$ cat config.mk
export PLATFORM = sky130hd
export DESIGN_NAME = decodificador_quadro_pesos
export DESIGN_NICKNAME = d
export VERILOG_FILES = /design/src/rtl/decodificador_quadro_pesos.sv
export SDC_FILE = /design/constraint.sdc
export NUM_CORES = 1
export LEC_CHECK = 0
export CORE_MARGIN = 2
export CORE_UTILIZATION = 50
export CTS_CLUSTER_SIZE = 14
export DETAILED_ROUTE_END_ITERATION = 10
export GPL_TIMING_DRIVEN = 0
export HOLD_SLACK_MARGIN = 0.1
export PLACE_DENSITY = 0.66
export SLEW_MARGIN = 40
export SYNTH_ARGS = -nofsm -noshare
export SYNTH_HDL_FRONTEND = slang
export SYNTH_SLANG_ARGS = --single-unit
$ cat constraint.sdc
create_clock -name clock -period 7.35 [get_ports clock]
set_input_delay 2.205 -clock clock [delete_from_list [all_inputs] [get_ports clock]]
set_output_delay 2.205 -clock clock [all_outputs]
set_load 0.01 [all_outputs]
$ cat src/rtl/decodificador_quadro_pesos.sv
// Frame decoder between the UART receiver and the weight comparator.
// Validates "#<max><min><current>$" ASCII frames and publishes the three weights atomically.
module decodificador_quadro_pesos #(
    parameter int unsigned DIGITOS = 4,
    parameter int unsigned TIMEOUT = 5_000_000,
    parameter int unsigned W       = 16
) (
    input  logic         clock,
    input  logic         reset,
    input  logic         rx_valido,
    input  logic [7:0]   rx_dado,
    output logic [W-1:0] peso_max,
    output logic [W-1:0] peso_min,
    output logic [W-1:0] peso_atual,
    output logic         quadro_valido,
    output logic         erro_quadro,
    output logic [1:0]   erro_codigo,
    output logic         ocupado
);

    localparam int unsigned TW = (TIMEOUT > 2) ? $clog2(TIMEOUT) : 2;
    localparam int unsigned CW = 3;

    localparam logic [1:0] ERR_NENHUM    = 2'b00;
    localparam logic [1:0] ERR_CARACTERE = 2'b01;
    localparam logic [1:0] ERR_TIMEOUT   = 2'b10;
    localparam logic [1:0] ERR_MINMAX    = 2'b11;

    typedef enum logic [2:0] {
        OCIOSO,
        DIGITO,
        FIM,
        VALIDA,
        ERRO
    } estadoTipo;

    estadoTipo estado, estadoProx;

    logic [W-1:0]  acc, accProx;
    logic [W-1:0]  stagMax, stagMin, stagAtual;
    logic [1:0]    campo;
    logic [CW-1:0] contDig;
    logic [TW-1:0] timer;
    logic [1:0]    errPend, errSel;

    logic ehDigito, ehInicio, ehFim;
    logic ultimoDigito, expirou;
    logic reiniciar, aceitarDigito;

    assign ehDigito     = (rx_dado >= 8'h30) && (rx_dado <= 8'h39);
    assign ehInicio     = (rx_dado == 8'h23);
    assign ehFim        = (rx_dado == 8'h24);
    assign accProx      = (acc << 3) + (acc << 1) + W'(rx_dado[3:0]);
    assign ultimoDigito = (contDig == CW'(DIGITOS - 1));
    // Fires on the edge at which the counter would reach TIMEOUT-1, so a byte
    // on that same edge still wins and the error pulse lands TIMEOUT cycles after the last byte.
    assign expirou      = (timer == TW'(TIMEOUT - 2));
    assign ocupado      = (estado != OCIOSO);

    always_ff @(posedge clock or negedge reset) begin
        if (!reset) begin
            estado <= OCIOSO;
        end else begin
            estado <= estadoProx;
        end
    end

    always_comb begin
        estadoProx    = estado;
        errSel        = errPend;
        reiniciar     = 1'b0;
        aceitarDigito = 1'b0;
        case (estado)
            OCIOSO: begin
                if (rx_valido && ehInicio) begin
                    reiniciar  = 1'b1;
                    estadoProx = DIGITO;
                end
            end
            DIGITO: begin
                if (rx_valido) begin
                    if (ehInicio) begin
                        reiniciar = 1'b1;
                    end else if (ehDigito) begin
                        aceitarDigito = 1'b1;
                        if (ultimoDigito && (campo == 2'd2)) begin
                            estadoProx = FIM;
                        end
                    end else begin
                        estadoProx = ERRO;
                        errSel     = ERR_CARACTERE;
                    end
                end else if (expirou) begin
                    estadoProx = ERRO;
                    errSel     = ERR_TIMEOUT;
                end
            end
            FIM: begin
                if (rx_valido) begin
                    if (ehInicio) begin
                        reiniciar  = 1'b1;
                        estadoProx = DIGITO;
                    end else if (ehFim) begin
                        estadoProx = VALIDA;
                    end else begin
                        estadoProx = ERRO;
                        errSel     = ERR_CARACTERE;
                    end
                end else if (expirou) begin
                    estadoProx = ERRO;
                    errSel     = ERR_TIMEOUT;
                end
            end
            VALIDA:  estadoProx = OCIOSO;
            ERRO:    estadoProx = OCIOSO;
            default: estadoProx = OCIOSO;
        endcase
    end

    always_ff @(posedge clock or negedge reset) begin
        if (!reset) begin
            acc           <= '0;
            campo         <= '0;
            contDig       <= '0;
            timer         <= '0;
            errPend       <= ERR_NENHUM;
            stagMax       <= '0;
            stagMin       <= '0;
            stagAtual     <= '0;
            peso_max      <= '0;
            peso_min      <= '0;
            peso_atual    <= '0;
            quadro_valido <= 1'b0;
            erro_quadro   <= 1'b0;
            erro_codigo   <= ERR_NENHUM;
        end else begin
            quadro_valido <= 1'b0;
            erro_quadro   <= 1'b0;
            errPend       <= errSel;

            if ((estado == OCIOSO) || rx_valido) begin
                timer <= '0;
            end else if ((estado == DIGITO) || (estado == FIM)) begin
                timer <= timer + TW'(1);
            end

            if (reiniciar) begin
                acc     <= '0;
                campo   <= '0;
                contDig <= '0;
            end else if (aceitarDigito) begin
                if (ultimoDigito) begin
                    acc     <= '0;
                    contDig <= '0;
                    campo   <= campo + 2'd1;
                    case (campo)
                        2'd0:    stagMax   <= accProx;
                        2'd1:    stagMin   <= accProx;
                        default: stagAtual <= accProx;
                    endcase
                end else begin
                    acc     <= accProx;
                    contDig <= contDig + CW'(1);
                end
            end

            if (estado == VALIDA) begin
                if (stagMin > stagMax) begin
                    erro_quadro <= 1'b1;
                    erro_codigo <= ERR_MINMAX;
                end else begin
                    peso_max      <= stagMax;
                    peso_min      <= stagMin;
                    peso_atual    <= stagAtual;
                    quadro_valido <= 1'b1;
                    erro_codigo   <= ERR_NENHUM;
                end
            end

            if (estado == ERRO) begin
                erro_quadro <= 1'b1;
                erro_codigo <= errPend;
            end
        end
    end

endmodule

# After elaboration in Yosys (flattened, before gate mapping)
# Cells that the tools add are included.
# totals
reg_bits	148
input_bits	11
output_inout_bits	53
elab_cells	109
# op_classes
add_sub_neg	5
order_cmp	3
eq_ne	16
muxes	45
bitwise	3
reduce_logical	22
# op_table
cell	count
23-bit 2-to-1 mux	2
15-bit 2-to-1 mux	3
3-bit 2-to-1 mux	12
2-bit 2-to-1 mux	13
23-bit by 1-bit adder with 23-bit output (second input constant)	1
23-bit == test (second input constant)	1
16-bit adder	1
16-bit by 4-bit adder with 16-bit output	1
8-bit by 6-bit == test with 1-bit output (second input constant)	2
16-bit greater-than comparator	1
1-bit 2-to-1 mux	12
3-bit != test (second input constant)	4
4-bit AND reduction	3
2-bit nonzero test	5
3-bit by 2-bit == test with 1-bit output (second input constant)	3
3-bit case mux with 3 select lines	1
8-bit by 6-bit greater-or-equal comparator with 1-bit output (second input constant)	1
8-bit by 6-bit <= comparator with 1-bit output (second input constant)	1
5-bit AND reduction	1
4-bit != test (second input constant)	1
2-bit case mux with 2 select lines	1
2-bit AND reduction	2
2-bit OR reduction	2
3-bit by 1-bit adder with 3-bit output (second input constant)	1
14 further kinds	19

# Depth between registers and ports, before layout
# Gate-level depths: netlist of run 1.
# depth
word_depth	8
ltp_mapped	9
ltp_nobuf	9

# Worst setup path after synthesis of run 1
# Ideal clock, no wire load.
# synth_timing
kind	input to register
from	in rx_dado[3]
to	reg stagMax[12]
setup_ps	125
t_arrival_ps	4232
required_ps	7225
setup_slack_ps	2993
stages	8
n_path_buf	0
cell_sequence	inv_1 > fa_1 > fa_1 > nand2b_1 > a21oi_1 > o211a_1 > o211ai_1 > mux2_2
# synth_via
elab_chain_len	7
elab_cells_between_ends	16
cone_classes	add/sub (1); order compare (2); eq/ne (1); mux (8); bitwise (1); reduce/logical (3)
# synth_rtl
element	line_no	rtl
start: declaration	11	input logic [7:0] rx_dado,
8-bit by 6-bit greater-or-equal comparator with 1-bit output or 8-bit by 6-bit <= comparator with 1-bit output (tied branches)	50	assign ehDigito = (rx_dado >= 8'h30) && (rx_dado <= 8'h39);
1-bit logical AND	50	
1-bit 2-to-1 mux	84	end else if (ehDigito) begin
1-bit 2-to-1 mux	82	if (ehInicio) begin
1-bit 2-to-1 mux	81	if (rx_valido) begin
1-bit 2-to-1 mux	73	case (estado)
4-bit AND reduction (no line)	n/a	
end signal: assignment	157	2'd0: stagMax <= accProx;
end: declaration	40	logic [W-1:0] stagMax, stagMin, stagAtual;
# Parallel ways exist; a longest one is shown, timed or not.
# A chain may end at the register's enable or synchronous reset.

# Final worst setup path of run 1
# layout_timing
from	in rx_dado[3]
to	reg stagAtual[10]
# layout_via
elab_chain_len	7
elab_cells_between_ends	16
cone_classes	add/sub (1); order compare (2); eq/ne (1); mux (8); bitwise (1); reduce/logical (3)
# layout_rtl
element	line_no	rtl
8-bit by 6-bit greater-or-equal comparator with 1-bit output or 8-bit by 6-bit <= comparator with 1-bit output (tied branches)	50	
1-bit logical AND	50	
1-bit 2-to-1 mux	84	
1-bit 2-to-1 mux	82	
1-bit 2-to-1 mux	81	
1-bit 2-to-1 mux	73	
4-bit AND reduction (no line)	n/a	
end signal: assignment	159	default: stagAtual <= accProx;
end: declaration	40	
# Parallel ways exist; a longest one is shown, timed or not.

==> results of run 1 <==
-- critical path, stage by stage --
cell,delay (ns)
clkdlybuf4s50_1,0.50
inv_1,0.08
fa_1,0.53
fa_1,0.47
nand2b_1,0.18
a21oi_1,0.38
o21bai_1,0.15
a21oi_1,0.53
mux2_2,0.27
-- sequential cells by signal, summed over array words and instances (netlist names), 2 cells and up --
register and cells:
acc 15, campo 2, contDig 3, errPend 2, erro_codigo 2, estado 3, peso_atual 16, peso_max 16
peso_min 16, stagAtual 16, stagMax 16, stagMin 16, timer 23
-- power by group through the flow --
stage                     Clock, W  Combinational (W)  Sequential (W)
after floorplan                  0          0.0000382        0.000851
after global placement           0          0.0000863        0.000852
after detailed placement         0          0.0000927        0.000852
after CTS                 0.000830          0.0000933        0.000837
after global routing      0.000867           0.000104        0.000838
final                     0.000817          0.0000919        0.000837
-- layout by cell type (no fill, tap or decap), types with 9 or more instances in the layout --
cell type / Yosys / final
dfrtp_1: 148 / 148
o21ai_0: 23 / 23
nand2_1: 84 / 84
a22o_1: 10 / 10
ha_1: 48 / 48
nand4_1: 16 / 16
clkdlybuf4s50_1: 0 / 61
mux2_2: 53 / 53
nor2_1: 47 / 47
clkbuf_1: 9 / 11
a21oi_1: 30 / 30
clkbuf_16: 0 / 17
o31ai_1: 9 / 9
xnor2_1: 21 / 21
mux2_1: 10 / 10
inv_1: 34 / 34
nor4_1: 9 / 9
nand3_1: 15 / 15
-- logic make-up (layout without fill, tap and decap cells) --
kind of cell,after synthesis,in the layout,synth area share (%)
and+or+nand+nor,227,227,15.5
DFF,148,148,48.5
AOI/OAI and AO/OA,123,123,11.3
muxes,64,64,9.43
buffers and inverters,60,156,3.62
adders and majority gates,50,50,8.39
xor gates and xnor gates,27,27,3.28
-- per-stage QoR --
stage	instances	power [W]	hold slack, ns	instance area, um2	util, %
2_1_floorplan	699	0.000890	0.442	7630	-
3_3_place_gp	949	0.000938	0.464	8490	56.5
3_5_place_dp	951	0.000945	0.469	8550	56.9
4_1_cts	983	0.00176	0.492	9100	60.5
5_1_grt	983	0.00181	0.511	9100	60.5
6_report	983	0.00175	0.485	9100	60.5
-- path summary, 6_finish.rpt --
| kind | from | end | slack (ns) | cells after the start |
|---|---|---|---|---|
| max in group asynchronous | reset | stagMax[15] | 5.14 | 2 |
| hold / removal | stagAtual[1] | stagAtual[1] | 0.48 | 2 |
| min in group asynchronous | reset | peso_max[2] | 1.63 | 1 |
| hold reg to reg | stagAtual[1] | stagAtual[1] | 0.48 | 2 |
| setup / recovery | rx_dado[3] | stagAtual[10] | 2.41 | 9 |
| setup reg to reg | acc[0] | stagAtual[10] | 4.35 | 8 |
-- final cells by class --
type	instances	area share, %
Multi-Input combinational cell	491	40.1
Clock inverter	12	1.17
Inverter	34	1.40
Buffer	26	1.64
Tap cell	188	2.58
Sequential cell	148	40.7
Timing Repair Buffer	64	7.48
Clock buffer	20	4.91
-- layer usage --
layer  share of wire [%]  GRT usage, %  wire (um)
met5                   0             0          0
met4                 2.7          9.11        469
met3                 4.6          4.40        801
met2                  46          35.2       7980
met1                  47          33.3       8200
==> flow_summary.json, run 1 <==
{
  "h-tree-depth": 4,
  "hpwl_mm": 13.0,
  "ys_types": 66,
  "max_freq_ghz": 0.202,
  "post_cts_buffers": 0,
  "p_leak_nw": 4.36,
  "multiInputGateArea_um2": 3650,
  "comb_power_share_pct": 5.3,
  "slew_headroom_pct": 53.2,
  "switchingPower_w": 0.000407,
  "crit_path_start_kind": "input pin",
  "dr.pass1.iters": 6,
  "place_worst_setup_slack_ns": 2.01,
  "num_rows": 45,
  "min_path_type": "register to register",
  "clkPwrFrac_pct": 46.8,
  "slew_viol_final": 0,
  "hold_viol_final": 0,
  "ctsHoldBuffers": 0,
  "synth_edf_count": 0,
  "worst_slew_pin_slew_ns": 0.697,
  "dieArea_um2": 16300,
  "synth.avg_cell_area_um2": 10.9,
  "worstPathArrival_ns": 5.30,
  "ys_seq_area_share_pct": 48.5,
  "min_period_ns": 4.94,
  "clk_pin_slew_ns": 0.06,
  "syn_to_final_growth_pct": 19.2,
  "numPortBuffers": 62,
  "start_util_pct": 50.8,
  "setup_viol": 0,
  "post-synth-top-area-fraction_pct": 48.5,
  "die_w_um": 128,
  "core_um2": 15000,
  "synth_area_leaders": "dfrtp_1 49%, ha_1 7.9%, mux2_2 7.8%",
  "wl_per_cell_um": 17.7,
  "syn-num-nets": 760,
  "p_per_area_nw_per_um2": 192,
  "register_area_um2": 3700,
  "clock_skew_ns": 0.00937,
  "drt-total-wl_mm": 17.4,
  "nFillCells": 1209,
  "antenna_found_initial": 0,
  "synth_flop_cell": "dfrtp_1",
  "grt-ovfl-total": 0,
  "ant_nets": 0,
  "yosys_warnings": 0,
  "status": "finished clean",
  "synth-seq-cells": 148,
  "cts-root-buf": "clkbuf_16",
  "switching_share_pct": 23.3,
  "clkSinkCount": 148,
  "drv_cap": 0,
  "worst_slack_ns": 2.41,
  "cts_inserted_buffers": 17,
  "vias": 5676,
  "yosysMostFrequentCell": "dfrtp_1",
  "cts_resized": 0,
  "seqPwrFrac_pct": 47.9,
  "required_ns": 7.71,
  "grt_pass1_wl_mm": 29.5,
  "synthesis.area_um2": 7630,
  "nNetsFinal": 843,
  "critical_path.endpoint_type": "register",
  "crit_type": "input pin to register",
  "via_per_inst": 5.77,
  "grt_setup_unrepaired": "false",
  "cts_tree": "built",
  "chipHeight_um": 128,
  "setup-tns-final_ns": 0,
  "synth_area_leader_cell": "dfrtp_1",
  "grt_max_degree": 64,
  "grt_pass1_vias": 5692,
  "grt.total_usage_pct": 23.3,
  "cts_buffer_depth": 2,
  "postSynthCellCount": 699,
  "async_flop_share_pct": 100,
  "power.internal_w": 0.00134,
  "clk-insertion-delay-late_ns": 0.43,
  "critPathMaxFanout": 5,
  "drive_above_1_share_pct": 14.3,
  "n_antenna_cell": 0,
  "synth_common_cells": "148 x dfrtp_1, 84 x nand2_1, 53 x mux2_2",
  "post-route-period-util_pct": 67.2,
  "gp_congestion": 0.905,
  "route.detailed.drc": 0,
  "top_level_ports": 64,
  "irDropWorstVdd_v": 0.000150,
  "drt_iter0_markers": 447
}
(Power assumes the default switching activity.)
==> inputs of run 2 (changes only) <==
Clock period 7.35 ns to 4.79 ns, I/O delays scaled along.
==> results of run 2 <==
Same layout as run 1 (identical final DEF). Status: finished clean.
Among the figures that moved: setup slack after placement 2.01 ns -> 0.221 ns; setup slack after layout 2.41 ns -> 0.617 ns; register-to-register setup slack 4.35 ns -> 1.79 ns; total power 0.00175 W -> 0.00268 W; worst IR drop on VDD 0.000150 V -> 0.000231 V
==> inputs of run 3 (changes only) <==
Settings changed: CTS_BUF_LIST set to sky130_fd_sc_hd__clkbuf_2.
==> run 3 against run 2 <==
Net effect:
- sequential share of layout area up 1.6 points
- via count decreased by 0.14%
- register-to-register slack got worse by 0.04 ns
- sequential power hardly changed
- highest routed layer unchanged
- sequential cell count stayed put
- critical path depth is the same
==> flow_summary.json, run 3 (synthesis results as in run 1) <==
{
  "top_register": "timer",
  "drt-total-wl_mm": 17.4,
  "core_um2": 15000,
  "post-route-period-util_pct": 80.3,
  "grt_pass1_wl_mm": 29.3,
  "num_rows": 45,
  "grt_max_degree": 64,
  "drive_above_1_share_pct": 14.5,
  "antenna_found_initial": 1,
  "grt-ovfl-total": 0,
  "clock_skew_ns": 0.0222,
  "p_per_area_nw_per_um2": 238,
  "grt.total_usage_pct": 23.1,
  "dieArea_um2": 16300,
  "hpwl_mm": 13.0,
  "vias": 5668,
  "required_ns": 5.50,
  "nNetsFinal": 843,
  "grt_pass1_vias": 5657,
  "worst_slew_pin_slew_ns": 0.712,
  "crit_path_start_kind": "input pin",
  "dr.pass1.iters": 7,
  "min_path_type": "input pin to asynchronous set/reset pin",
  "worstPathArrival_ns": 4.56,
  "p_total_w": 0.00208,
  "gp_congestion": 0.905,
  "route.detailed.drc": 0,
  "critPathMaxFanout": 5,
  "critPathTopFamily": "compound AO/OA/AOI/OAI gates",
  "drt_iter0_markers": 442,
  "p_leak_nw": 4.22,
  "ctsHoldBuffers": 0,
  "slew_headroom_pct": 52.2,
  "grt_setup_unrepaired": "false",
  "cp_cell_sequence": "clkdlybuf4s50_1, inv_1, fa_1, fa_1, nand2b_1, a21oi_1, o21bai_1, a21oi_1, mux2_2",
  "setup-tns-final_ns": 0,
  "ant_nets": 0,
  "chipHeight_um": 128,
  "top_level_ports": 64,
  "post_cts_buffers": 0,
  "start_util_pct": 50.8,
  "slew_viol_final": 0,
  "cts-root-buf": "clkbuf_2",
  "cts_inserted_buffers": 17,
  "clk-insertion-delay-late_ns": 0.76,
  "cts_resized": 0,
  "largest_reg_flops": 23,
  "crit_buf_inv": 2,
  "min_period_ns": 3.85,
  "cts_buffer_depth": 2,
  "worst_hold_slack_ns": 0.492,
  "numPortBuffers": 62,
  "clk_pin_slew_ns": 0.21,
  "crit_path_top_delay_cell": "a21oi_1",
  "irDropWorstVdd_v": 0.000126,
  "drv_cap": 0,
  "nFillCells": 1253,
  "setup_viol": 0,
  "critical_path.endpoint_type": "register",
  "syn_to_final_growth_pct": 14.8,
  "final_common_cell": "dfrtp_1",
  "hold_viol_final": 0,
  "wl_per_cell_um": 17.6,
  "via_per_inst": 5.75,
  "crit_type": "input pin to register",
  "die_w_um": 128,
  "clkSinkCount": 148,
  "max_freq_ghz": 0.260,
  "final_cell_mix": "148 x dfrtp_1, 84 x nand2_1, 61 x clkdlybuf4s50_1",
  "cts_tree": "built",
  "status": "finished clean",
  "critical_path.max_stage_delay_ns": 0.54,
  "h-tree-depth": 4
}
run 3: cell count changes in the layout (fill, tap and decap cells not counted), sizes merged:
cell | previous run | this run
clkbuf | 29 | 28
diode | 0 | 2
clkinv | 5 | 6
run 3: where the power goes:
group	switching (W)	leakage (nW)	total, W	internal [W]
clock	0.000467	0.124	0.000656	0.000189
sequential	0.0000142	2.02	0.00129	0.00127
combinational	0.0000834	2.08	0.000141	0.0000577
run 3: worst reg2reg max path: cells and delay by family, from the launching register on:
kind,cells,cell delay (ns)
compound gates,3,1.08
mux,1,0.27
fa+ha+maj,2,0.97
simple gates,1,0.18
flops,1,0.42
buf+inv,1,0.07
run 3: cell type report:
cell class	instances	area, um2	share of cell area, %
buffer	26	149	1.70
clock buffer	19	95.1	1.09
clock inverter	13	110	1.26
tap	188	235	2.69
timing repair buffer	64	681	7.77
multi-input combinational	491	3650	41.7
inverter	34	128	1.46
sequential	148	3700	42.3
antenna	2	5.00	0.0572
run 3: routing by layer:
metal,vias up,track usage (%),routed length (um)
met5,-,0,0
met4,0,8.79,481
met3,39,4.82,662
met2,143,34.8,7820
met1,2804,33.1,8400
li1,2682,-,-
run 3: worst paths after layout:
check / start / endpoint / slack [ns] / depth (start not counted)
worst max-delay path: rx_dado[3] / stagMin[10] / 0.94 / 9
worst min-delay path: reset / peso_max[5] / 0.49 / 1
worst max register to register: acc[0] / stagMin[10] / 1.75 / 8
worst min register to register: stagAtual[13] / stagAtual[13] / 0.51 / 2
max in group asynchronous: reset / acc[3] / 3.72 / 2
min in group clock: stagAtual[13] / stagAtual[13] / 0.51 / 2
run 3: stage by stage:
| stage | instance area, um2 | worst slack, ns | std cells | util [%] |
|---|---|---|---|---|
| after floorplan | 7630 | 1.20 | 699 | - |
| after global placement | 8490 | -3.53 | 949 | 56.5 |
| after detailed placement | 8550 | 0.221 | 951 | 56.9 |
| after CTS | 8750 | 1.01 | 983 | 58.2 |
| after global routing | 8760 | 0.853 | 985 | 58.3 |
| final | 8760 | 0.945 | 985 | 58.3 |
